File: config.mk
export PLATFORM = sky130hd
export DESIGN_NAME = control_unit
export DESIGN_NICKNAME = d
export VERILOG_FILES = /design/src/rtl/mult_proc_pkg.sv /design/src/rtl/dec3to8.sv /design/src/rtl/control_unit.sv
export SDC_FILE = /design/constraint.sdc
export NUM_CORES = 1
export LEC_CHECK = 0
export CORE_UTILIZATION = 35
export CTS_BUF_LIST = sky130_fd_sc_hd__clkbuf_4
export DETAILED_ROUTE_END_ITERATION = 10
export GPL_ROUTABILITY_DRIVEN = 0
export GPL_TIMING_DRIVEN = 0
export PLACE_DENSITY = 0.77
export SLEW_MARGIN = 20
export SYNTH_ARGS = -nofsm -noshare
export SYNTH_HDL_FRONTEND = slang
export SYNTH_HIERARCHICAL = 1
export SYNTH_SLANG_ARGS = --single-unit
File: constraint.sdc
create_clock -name clock -period 2.1 [get_ports clock]
set_clock_uncertainty 0.2 [all_clocks]
set_input_delay 0.315 -clock clock [delete_from_list [all_inputs] [get_ports clock]]
set_output_delay 0.315 -clock clock [all_outputs]
set_load 0.05 [all_outputs]
File: src/rtl/mult_proc_pkg.sv
// Shared definitions for the multi-cycle processor control path:
// opcodes, ALU codes, FSM states and instruction field positions.
package mult_proc_pkg;

  localparam logic [3:0] OP_MV  = 4'b0000;
  localparam logic [3:0] OP_MVI = 4'b0001;
  localparam logic [3:0] OP_ADD = 4'b0010;
  localparam logic [3:0] OP_SUB = 4'b0011;
  localparam logic [3:0] OP_AND = 4'b0100;
  localparam logic [3:0] OP_OR  = 4'b0101;

  localparam logic [1:0] ALU_ADD = 2'b00;
  localparam logic [1:0] ALU_SUB = 2'b01;
  localparam logic [1:0] ALU_AND = 2'b10;
  localparam logic [1:0] ALU_OR  = 2'b11;

  localparam int OP_MSB = 9;
  localparam int OP_LSB = 6;
  localparam int X_MSB  = 5;
  localparam int X_LSB  = 3;
  localparam int Y_MSB  = 2;
  localparam int Y_LSB  = 0;

  typedef enum logic [2:0] {
    S_IDLE = 3'd0,
    S_T0   = 3'd1,
    S_T1   = 3'd2,
    S_T2   = 3'd3,
    S_T3   = 3'd4
  } state_t;

  function automatic logic is_alu_op(input logic [3:0] op);
    logic r;
    case (op)
      OP_ADD, OP_SUB, OP_AND, OP_OR: r = 1'b1;
      default:                       r = 1'b0;
    endcase
    return r;
  endfunction

  function automatic logic [1:0] alu_code(input logic [3:0] op);
    logic [1:0] r;
    case (op)
      OP_ADD:  r = ALU_ADD;
      OP_SUB:  r = ALU_SUB;
      OP_AND:  r = ALU_AND;
      OP_OR:   r = ALU_OR;
      default: r = ALU_ADD;
    endcase
    return r;
  endfunction

endpackage

File: src/rtl/dec3to8.sv
// 3-to-8 one-hot decoder with enable; output is all-zero when disabled.
module dec3to8 (
  input  logic [2:0] idx,
  input  logic       en,
  output logic [7:0] onehot
);

  // one-hot expansion of the register index
  always_comb begin
    onehot = 8'h00;
    if (en) begin
      onehot[idx] = 1'b1;
    end else begin
      onehot = 8'h00;
    end
  end

endmodule

File: src/rtl/control_unit.sv
// Control FSM for a small multi-cycle processor: sequences mv, mvi and
// two-operand ALU instructions over a shared bus, one state per clock.
module control_unit
  import mult_proc_pkg::*;
(
  input  logic       clock,
  input  logic       reset,
  input  logic       run,
  input  logic [9:0] ir,
  output logic       ir_write,
  output logic [7:0] r_in,
  output logic [7:0] r_out,
  output logic       din_out,
  output logic       a_in,
  output logic       g_in,
  output logic       g_out,
  output logic [1:0] alu_op,
  output logic       done,
  output logic       busy
);

  state_t     state_q, state_d;
  logic [3:0] opcode;
  logic [2:0] x_idx, y_idx;
  logic [7:0] x_hot, y_hot;
  logic       active;

  assign opcode = ir[OP_MSB:OP_LSB];
  assign x_idx  = ir[X_MSB:X_LSB];
  assign y_idx  = ir[Y_MSB:Y_LSB];
  assign active = (state_q != S_IDLE);

  dec3to8 u_dec_x (.idx(x_idx), .en(active), .onehot(x_hot));
  dec3to8 u_dec_y (.idx(y_idx), .en(active), .onehot(y_hot));

  // next-state selection; run only matters in IDLE
  always_comb begin
    state_d = state_q;
    case (state_q)
      S_IDLE: begin
        if (run) state_d = S_T0;
        else     state_d = S_IDLE;
      end
      S_T0: state_d = S_T1;
      S_T1: begin
        if (is_alu_op(opcode)) state_d = S_T2;
        else                   state_d = S_IDLE;
      end
      S_T2:    state_d = S_T3;
      S_T3:    state_d = S_IDLE;
      default: state_d = S_IDLE;
    endcase
  end

  // state register, cleared asynchronously so an instruction aborts at once
  always_ff @(posedge clock or posedge reset) begin
    if (reset) state_q <= S_IDLE;
    else       state_q <= state_d;
  end

  // control outputs decoded from state and ir; only one bus driver per state
  always_comb begin
    ir_write = 1'b0;
    r_in     = 8'h00;
    r_out    = 8'h00;
    din_out  = 1'b0;
    a_in     = 1'b0;
    g_in     = 1'b0;
    g_out    = 1'b0;
    alu_op   = ALU_ADD;
    done     = 1'b0;
    busy     = active;
    case (state_q)
      S_T0: ir_write = 1'b1;
      S_T1: begin
        case (opcode)
          OP_MV: begin
            r_out = y_hot;
            r_in  = x_hot;
            done  = 1'b1;
          end
          OP_MVI: begin
            din_out = 1'b1;
            r_in    = x_hot;
            done    = 1'b1;
          end
          OP_ADD, OP_SUB, OP_AND, OP_OR: begin
            r_out = x_hot;
            a_in  = 1'b1;
          end
          default: done = 1'b1;
        endcase
      end
      S_T2: begin
        if (is_alu_op(opcode)) begin
          r_out  = y_hot;
          g_in   = 1'b1;
          alu_op = alu_code(opcode);
        end else begin
          r_out = 8'h00;
        end
      end
      S_T3: begin
        if (is_alu_op(opcode)) begin
          g_out = 1'b1;
          r_in  = x_hot;
          done  = 1'b1;
        end else begin
          r_in = 8'h00;
        end
      end
      default: busy = active;
    endcase
  end

endmodule

==> results.md <==
* Grt ovf at 0
* Most flop-heavy register: state_q
* Crit share post-route at 1.106
* Synthesized instance count at 70
* ANT cells at 0
* Post-DP HPWL at 1447 um
* CTS tree: done
* Total leakage power at between 0.5 and 0.6 nW
* CTS Buf Count at 3
* Post-DP Area at 0.001036 sq mm
* Setup TNS at -2553 ps
* Detailed-route vias per instance at 6.043
* Clock-pin slew on the worst setup and hold paths at 40 ps
* Slew @ Worst Pin at 332.1 ps
* Starting Density at 0.3900
* Max Buffers Root-to-Sink at 2
* Initial DRT Pass Iterations at 7
* Violation count after the first detailed-route iteration at 26
* GRT Util Overall at 0.2485
* Syn avg cell area at between 8 and 9 sq um
* Chip Width at 43.68 um
* Synth warn at 6
* PortBufs at 37
* Clock latency on the worst-skew pair at 230 ps
* Final setup violation count at 19
* Sinks on Clock Net at 3
* Place WS at -1134 ps
* Max FFs per register at 3
* Final hold vios at 0
* Post-synth top area cell: dfrtp_1
* Nets at 137
* Root Buffer: clkbuf_4
* Pwr dens at 678.6 mW/mm^2
* # Max-Cap Violations at 0
* Synth top area cells: dfrtp_1, a22o_2, and4b_2
* Delay-heaviest family, CP: simple AND/OR/NAND/NOR gates
* Tightest Hold Check Type: primary input to asynchronous set/reset pin
* Minimum clock period at 2324 ps
* #FFs+latches synth at 3
* Wirelength, routed at ~2300 um
* Failing checks: DRC, setup timing
* Sequential area share after synthesis at 0.1235
* Vias at 840
* First-pass GRT wire length at approximately 3600 um
* Top Registers: state_q (3)
* Fin. max-slew vios at 0
* Worst path bufs/invs at 1
* Syn Nets at 83
* Layout cells sized above 1 at 0.7236
* Worst setup slack after layout at -223.5 ps
* Layout area overhead at 105.4%
* CTS HTree Levels at 1
* Critical-path cell list: nand3b_1 > or3_4 > o21ai_4 > a22o_2 > buf_6
* Startpoint types: flop
* # DRC at 3
* Synth unique cells at 32
* Worst Setup End Kind: output pin
* CP max stage delay at 450 ps
* Data required time of the worst path at approximately 1600 ps
* Synth top area share at 0.1235
* Die ar. at ~0.0019 sq mm
* Crit Path Class: flop to output pin
* Row count at 14
* Post-layout util at 0.8010
* Highest clock rate at 0.4304 GHz
* Post-route ant nets at 0
* Vias in the first global route at just under 800
* Initial antenna violation count at 0
* Die Ht at 43.68 um
* RSZ-0062 raised after global routing: yes
* Design area at 0.001249 sq mm
* Max VDD drop at 0.0007360 V
* Mapped Area at 608.1 sq um
* Outcome: complete, but fails checks
* Top-Level Pins at 38
* CP max stage cell: dfrtp_2
* Core ar. at 0.001559 sq mm
* CP max FO at 7
* Worst slew margin at 0.7786
* Crit path DAT at between 1500 and 2000 ps
* Routed wire per std cell at 16.34 um
* Largest net degree at the start of global routing at 11
==> metal layers <==
layer	track usage	wire length [um]	vias up
met5	0	0	-
met4	0.07500	49	0
met3	0.04583	111	6
met2	0.4060	1118	33
met1	0.3308	991	402
li1	-	-	399
==> cells in the mapped netlist, drive strengths merged <==
cell,count
a21oi,2
a22o,6
and4b,6
nor4,1
nor2,5
nand2,2
nor3b,2
and3,8
nor4b,3
or3,3
nand3b,1
nand2b,1
xnor2,1
or2b,1
clkbuf,1
nand3,1
o22ai,2
o21ai,3
dfrtp,3
inv,5
a32o,2
and4bb,6
and4,2
nor2b,2
or2,1
==> report_power, final <==
part,switching (W),internal [W],total [W]
clock network,0.0000265,0.0000838,0.000110
logic,0.000363,0.000249,0.000612
registers,0.0000430,0.0000820,0.000125
==> cell type report <==
class	count	area [sq um]
flip-flops and latches	3	78.83
fillers	116	310.3
plain buffers	1	7.507
repair buffers	47	456.7
clock buffers	4	30.03
inverters	5	18.77
multi-input cells	63	636.9
well taps	16	20.02
==> worst paths after layout <==
check	from	endpoint	slack [ps]	depth (start not counted)
setup / recovery	state_q[2]$_DFF_PP0_	r_out[2]	-220	5
hold / removal	reset	state_q[0]$_DFF_PP0_	60	2
setup reg to reg	state_q[1]$_DFF_PP0_	state_q[1]$_DFF_PP0_	490	5
hold reg to reg	state_q[1]$_DFF_PP0_	state_q[0]$_DFF_PP0_	560	2
max in group asynchronous	reset	state_q[1]$_DFF_PP0_	1490	2
min in group clock	run	state_q[0]$_DFF_PP0_	450	3
==> kinds of logic (layout without fill, tap and decap cells) <==
logic type	Yosys count	in the layout	synth area share
xor gates and xnor gates	1	1	0.01441
buffers and inverters	6	57	0.03703
and+or+nand+nor	45	47	0.6070
DFF	3	3	0.1235
AOI/OAI and AO/OA	15	15	0.2181
==> cell usage in the layout, fill, tap and decap left out, types with 2 or more instances in the layout <==
master,instances
a22o_2,5
a32o_2,2
and3_1,2
and3_4,6
and4_2,2
and4b_2,5
and4bb_1,2
and4bb_2,4
buf_4,12
buf_6,18
buf_8,2
clkbuf_2,3
clkbuf_4,4
clkdlybuf4s15_2,2
clkdlybuf4s50_1,9
dfrtp_2,3
inv_1,5
nor2_1,3
nor2_4,2
nor4b_2,3
or3_4,3
==> per-stage QoR <==
step	total power (W)	hold WS, ps	std cells
global route	0.0008940	64.89	139
floorplan	0.0004568	-131.4	70
finish	0.0008474	61.18	139
detailed placement	0.0006223	297.7	123
CTS	0.0008076	51.93	134
global placement	0.0006084	292.1	123
==> what timing repair did <==
action	in CTS	in global routing
buffers inserted	5	5
gates cloned	2	0
resized for setup	175	16
hold buffers	0	0
endpoints found under the setup margin	25	23
pin swaps	6	3
Power figures use the tool's default switching activity.
